File: src/rtl/ram_stream_pkg.sv
// Shared types and helpers for the RAM byte-stream loader.
// RAM_STREAM_CHECKSUM_EN adds the DUMP_SUM state to the state encoding.
package ram_stream_pkg;

   localparam int BYTE_W = 8;

   typedef enum logic [2:0] {
      IDLE,
      LOAD_BYTE,
      LOAD_WRITE,
      DUMP_READ,
      DUMP_WAIT,
      DUMP_SEND,
`ifdef RAM_STREAM_CHECKSUM_EN
      DUMP_SUM,
`endif
      FINISH
   } state_t;

   function automatic int bytes_per_word(input int width);
      return (width + BYTE_W - 1) / BYTE_W;
   endfunction

endpackage

File: src/rtl/ram_stream_loader_shifter.sv
// word_byte_shifter: packs rx bytes little-endian into a word on load and
// unpacks a captured RAM word into bytes (LSB first) on dump.
module word_byte_shifter
   import ram_stream_pkg::*;
#(
   parameter int WIDTH = 12
) (
   input  logic              clk,
   input  logic              rstN,
   input  logic              clear,
   input  logic              shift_in,
   input  logic [BYTE_W-1:0] byte_in,
   input  logic              capture,
   input  logic [WIDTH-1:0]  word_in,
   input  logic              shift_out,
   output logic [WIDTH-1:0]  word_out,
   output logic [BYTE_W-1:0] byte_out,
   output logic              last
);

   localparam int BYTES = bytes_per_word(WIDTH);
   localparam int TOT_W = BYTES * BYTE_W;
   localparam int CNT_W = (BYTES > 1) ? $clog2(BYTES) : 1;

   logic [TOT_W-1:0]        sh;
   logic [CNT_W-1:0]        cnt;
   logic [TOT_W+BYTE_W-1:0] pushed;
   logic [CNT_W-1:0]        cnt_adv;

   // New bytes enter at the top, so after BYTES shifts byte 0 sits in bits [7:0].
   assign pushed  = {byte_in, sh};
   assign last    = (cnt == CNT_W'(BYTES - 1));
   assign cnt_adv = last ? '0 : cnt + CNT_W'(1);

   always_ff @(posedge clk) begin
      if (!rstN) begin
         sh  <= '0;
         cnt <= '0;
      end else if (clear) begin
         sh  <= '0;
         cnt <= '0;
      end else if (capture) begin
         sh  <= TOT_W'(word_in);
         cnt <= '0;
      end else if (shift_in) begin
         sh  <= pushed[TOT_W+BYTE_W-1:BYTE_W];
         cnt <= cnt_adv;
      end else if (shift_out) begin
         sh  <= sh >> BYTE_W;
         cnt <= cnt_adv;
      end
   end

   assign word_out = sh[WIDTH-1:0];
   assign byte_out = sh[BYTE_W-1:0];

endmodule

File: src/rtl/ram_stream_loader.sv
// Byte-stream front end that loads/dumps a WIDTH x DEPTH registered-read RAM.
// Define RAM_STREAM_CHECKSUM_EN to append a mod-256 checksum byte to dumps.
module ram_stream_loader
   import ram_stream_pkg::*;
#(
   parameter int WIDTH      = 12,
   parameter int DEPTH      = 256,
   parameter int ADDR_WIDTH = $clog2(DEPTH)
) (
   input  logic                  clk,
   input  logic                  rstN,
   input  logic                  start_load,
   input  logic                  start_dump,
   input  logic [ADDR_WIDTH:0]   word_count,
   input  logic [7:0]            rx_data,
   input  logic                  rx_valid,
   output logic                  rx_ready,
   output logic [7:0]            tx_data,
   output logic                  tx_valid,
   input  logic                  tx_ready,
   output logic                  mem_wrEn,
   output logic [WIDTH-1:0]      mem_dataIn,
   output logic [ADDR_WIDTH-1:0] mem_addr,
   input  logic [WIDTH-1:0]      mem_dataOut,
   output logic                  busy,
   output logic                  done
);

   localparam int CW = ADDR_WIDTH + 1;
   localparam logic [CW-1:0] DEPTH_C = CW'(DEPTH);

   state_t          state, state_n;
   logic [CW-1:0]   idx, idx_n, total, total_n, clamped, idx_inc;
   logic            clear, shift_in, capture, shift_out, last;
   logic [WIDTH-1:0] word_out;
   logic [7:0]      byte_out;
`ifdef RAM_STREAM_CHECKSUM_EN
   logic [7:0]      sum, sum_n;
`endif

   word_byte_shifter #(.WIDTH(WIDTH)) u_shifter (
      .clk       (clk),
      .rstN      (rstN),
      .clear     (clear),
      .shift_in  (shift_in),
      .byte_in   (rx_data),
      .capture   (capture),
      .word_in   (mem_dataOut),
      .shift_out (shift_out),
      .word_out  (word_out),
      .byte_out  (byte_out),
      .last      (last)
   );

   assign clamped = (word_count > DEPTH_C) ? DEPTH_C : word_count;
   assign idx_inc = idx + CW'(1);

   always_ff @(posedge clk) begin
      if (!rstN) begin
         state <= IDLE;
         idx   <= '0;
         total <= '0;
`ifdef RAM_STREAM_CHECKSUM_EN
         sum   <= '0;
`endif
      end else begin
         state <= state_n;
         idx   <= idx_n;
         total <= total_n;
`ifdef RAM_STREAM_CHECKSUM_EN
         sum   <= sum_n;
`endif
      end
   end

   always_comb begin
      state_n    = state;
      idx_n      = idx;
      total_n    = total;
`ifdef RAM_STREAM_CHECKSUM_EN
      sum_n      = sum;
`endif
      clear      = 1'b0;
      shift_in   = 1'b0;
      capture    = 1'b0;
      shift_out  = 1'b0;
      rx_ready   = 1'b0;
      tx_valid   = 1'b0;
      tx_data    = '0;
      mem_wrEn   = 1'b0;
      mem_dataIn = '0;
      mem_addr   = '0;
      busy       = (state != IDLE);
      done       = 1'b0;

      case (state)
         IDLE: begin
            // Load has priority when both starts arrive together.
            if (start_load || start_dump) begin
               clear   = 1'b1;
               idx_n   = '0;
               total_n = clamped;
`ifdef RAM_STREAM_CHECKSUM_EN
               sum_n   = '0;
`endif
               if (clamped == '0)   state_n = FINISH;
               else if (start_load) state_n = LOAD_BYTE;
               else                 state_n = DUMP_READ;
            end
         end
         LOAD_BYTE: begin
            rx_ready = 1'b1;
            if (rx_valid) begin
               shift_in = 1'b1;
               if (last) state_n = LOAD_WRITE;
            end
         end
         LOAD_WRITE: begin
            mem_wrEn   = 1'b1;
            mem_addr   = idx[ADDR_WIDTH-1:0];
            mem_dataIn = word_out;
            idx_n      = idx_inc;
            state_n    = (idx_inc == total) ? FINISH : LOAD_BYTE;
         end
         DUMP_READ: begin
            mem_addr = idx[ADDR_WIDTH-1:0];
            state_n  = DUMP_WAIT;
         end
         DUMP_WAIT: begin
            capture = 1'b1;
            state_n = DUMP_SEND;
         end
         DUMP_SEND: begin
            tx_valid = 1'b1;
            tx_data  = byte_out;
            if (tx_ready) begin
               shift_out = 1'b1;
`ifdef RAM_STREAM_CHECKSUM_EN
               sum_n     = sum + byte_out;
`endif
               if (last) begin
                  idx_n = idx_inc;
                  if (idx_inc != total) state_n = DUMP_READ;
`ifdef RAM_STREAM_CHECKSUM_EN
                  else                  state_n = DUMP_SUM;
`else
                  else                  state_n = FINISH;
`endif
               end
            end
         end
`ifdef RAM_STREAM_CHECKSUM_EN
         DUMP_SUM: begin
            tx_valid = 1'b1;
            tx_data  = sum;
            if (tx_ready) state_n = FINISH;
         end
`endif
         FINISH: begin
            // One spare cycle lets the RAM commit the last write before any read.
            done    = 1'b1;
            state_n = IDLE;
         end
         default: state_n = IDLE;
      endcase
   end

endmodule

File: config.mk
export PLATFORM = sky130hd
export DESIGN_NAME = ram_stream_loader
export DESIGN_NICKNAME = d
export VERILOG_FILES = /design/src/rtl/ram_stream_pkg.sv /design/src/rtl/ram_stream_loader_shifter.sv /design/src/rtl/ram_stream_loader.sv
export SDC_FILE = /design/constraint.sdc
export NUM_CORES = 1
export LEC_CHECK = 0
export CORE_MARGIN = 5
export CORE_UTILIZATION = 51
export CTS_CLUSTER_SIZE = 40
export DETAILED_ROUTE_END_ITERATION = 7
export GPL_TIMING_DRIVEN = 0
export PLACE_DENSITY = 0.95
export SYNTH_ARGS = -nofsm -noshare
export SYNTH_HDL_FRONTEND = slang
export SYNTH_SLANG_ARGS = --single-unit
File: constraint.sdc
create_clock -name clk -period 4.2 [get_ports clk]
set_clock_uncertainty 0.2 [all_clocks]
set_input_delay 0.84 -clock clk [delete_from_list [all_inputs] [get_ports clk]]
set_output_delay 0.84 -clock clk [all_outputs]
set_load 0.02 [all_outputs]
==> impl_results.md <==
- Hold Crit Start: total[0]
- CTS root buf: clkbuf_8
- Startpoint types: register
- Max-slew violation count: 0
- Netlist Area Pre-Place: 2230 um^2
- Placed Cells: 389
- Synthesized-area fraction occupied by adder cells: 0.00562
- M3 GR Usage: 0.0426
- M1 GR Usage: 0.280
- # DRC: 0
- Simple-Gate Fraction of Synth Area: 0.266
- Synth area leaders: dfxtp_1, and2_1, a211oi_1
- Syn nets: roughly 310
- Area leader, netlist: dfxtp_1
- Total power: approximately 1.0 mW
- Die X-Extent: between 70 and 80 um
- Routed WL: 6.53 mm
- Fmax: 304 MHz
- RSZ-0062 raised after global routing: no
- First-pass GRT wire length: roughly 11 mm
- Largest net degree at the start of global routing: 14
- Design area: 3100 um^2
- Worst Setup Slack, final: 0.906 ns
- Die Y: 76.1 um
- Worst vdd ir: 0.000264 V
- Final ANT Viol Nets: 0
- Compound-Gate Fraction of Synth Area: 0.234
- Switching pwr: 302 uW
- # setup viols final: 0
- Maximum fanout along the worst path: 10
- Wire length per cell: 16.4 um
- Vias in the first global route: 2298
- Internal power: 734 uW
- Routability cong.: 0.924
- GR Util met2: 0.388
- Hold/Removal Path Class: register to register
- Logic gate share of total power: 0.247
- Commonest non-fill, non-tap cell in the layout: clkdlybuf4s50_1
- TNS Setup: 0 ns
- R2R Path End: u_shifter.sh[11]
- Outcome: completed
- Fin. Hold Viols: 0
- Post-synth EDFFs: 0
- Worst skew pair latency: ~0.3 ns
- H-tree Lvls: 2
- Starting DRT DRC Count: 165
- Clock sink count: 38
- Antenna violations before repair: 0
- Largest family of logic cells by synthesized area: simple AND/OR/NAND/NOR gates
- Period utilization: 0.784
- Std-Cell Rows: 24
- Total die area: between 5000 and 6000 um^2
- Post-synth top area share: 0.342
- Mapped Avg Cell Area: a little over 8 um^2
- Sw frac: 0.292
- XOR/XNOR Fraction of Synth Area: 0.0472
- Gr busiest metal: met2
- Clock slew seen by the registers of the worst setup and hold paths: ~0.080 ns
- CTS max path bufs: 2
- Setup crit end kind: output port
- Ports: 68
- Seq pwr share: 0.387
- Max-cap violation count: 0
- Num CTS Buffers: 5
- PwrDens: roughly 330 nW/um^2
- Final design utilization: 0.722
- Post_cts resized: 0
- 1st-pass router iterations: 5
- Antenna cells: 0
- Core region area: 4290 um^2
- Mapped Cells: 270
- HPWL Detailed: ~5.0 mm
- Synth Flop Type: dfxtp_1
- Area Overhead vs Synth: 39.2%
- Reg-to-Reg Start: state[0]
- CTS tree: done
- Yosys warns: 0
- Hold Path End: total[0]
- GR Util All Layers: 0.227
- Post-Layout Cell Count: 397
- Seq/Total Area, Yosys: 0.342
- Slew HR: 0.529
- Most frequent cells in the layout: clkdlybuf4s50_1, dfxtp_1, nor2_1
- Clock network fraction of total power: 0.366
- Final Critical Period: 3.29 ns
- Setup CP Type: register to output port
- P_leak: roughly 1.2 nW
- Hold_buf cts: 0
- Synth cell types: just under 50
- Setup bufs post-CTS: 0
- WHS Path Cells: 1
- Initial Util: 0.518
- Hold WS: 0.310 ns
- # nets final: 380
- Worst EP required: 3.16 ns
- Pre-CTS WS: 1.14 ns
- R2R cell count: 6
- Slew @ Worst Pin: roughly 0.70 ns
- Mux cell area share after synthesis: 0.0450
- Synth async-reset ratio: 0
- Layout cells sized above 1: 0.0754
- Routed vias/inst: around 6.0
- Worst R2R Setup Slack: 1.67 ns
- Total grt overflow: 0
- Number of synthesized register bits: 38
- Critical path arrival: 2.25 ns
- Placed Area: 2960 um^2
- Vias after detailed routing: roughly 2400
- # port buffers: 67
- Critical Path Start: state[2]
state kept, by name, indices dropped and copies added, names as in the netlist:
register        cells
idx                 9
state               3
total               9
u_shifter.last      1
u_shifter.sh       16
power by group through the flow:
stage               clock [mW]  combinational [mW]  sequential [mW]
global route             0.400               0.281            0.405
global placement             0               0.244            0.407
detailed placement           0               0.252            0.410
CTS                      0.381               0.254            0.401
finish                   0.379               0.256            0.402
floorplan                    0               0.161            0.403
Yosys cell counts (all sizes together) (4+ instances only):
cell and count:
mux2i 10, a22o 6, a211oi 16, buf 7, o31ai 6, nor2b 4
o21ai 15, a31oi 4, nor2 29, dfxtp 38, inv 6, nand3 7
a22oi 8, nand2 12, and3 14, xor2 7, clkbuf 15, and2 28
a21oi 8, xnor2 5
worst max path at each step:
stage	to	slack [ns]	cells after the start
3_3_place_gp	idx[2]	1.25	8
4_1_cts	mem_dataIn[5]	0.91	5
2_1_floorplan	tx_data[0]	1.79	5
3_5_place_dp	idx[6]	1.14	8
5_1_grt	mem_dataIn[2]	0.74	4
6_report	mem_dataIn[5]	0.91	5
critical path, cell delays in order, from the launching register on:
cell,delay [ns]
dfxtp_1,0.31
buf_6,0.14
nor3b_2,0.36
clkbuf_1,0.34
and2_1,0.19
clkdlybuf4s50_1,0.61
kinds of logic (layout without fill, tap and decap cells):
logic type | count (synthesis) | after routing
AOI/OAI and AO/OA | 73 | 73
buffers and inverters | 28 | 103
DFF | 38 | 38
xor gates and xnor gates | 12 | 12
muxes | 10 | 10
adders and majority gates | 1 | 1
and+or+nand+nor | 108 | 108
routing by layer:
metal / routed length, um / vias up / share of wire
li1: - / 1122 / -
met1: 2690 / 1150 / 0.41
met5: 0 / - / 0
met2: 3300 / 99 / 0.51
met3: 368 / 17 / 0.056
met4: 171 / 0 / 0.026
layout make-up:
cell class	count	area, um^2
Buffer	22	110
Clock buffer	5	68.8
Clock inverter	3	68.8
Timing Repair Buffer	67	671
Sequential cell	38	761
Multi-Input combinational cell	204	1330
Fill cell	336	1190
Tap cell	52	65.1
Inverter	6	22.5
Note: power is estimated with default switching activity, not from simulation.
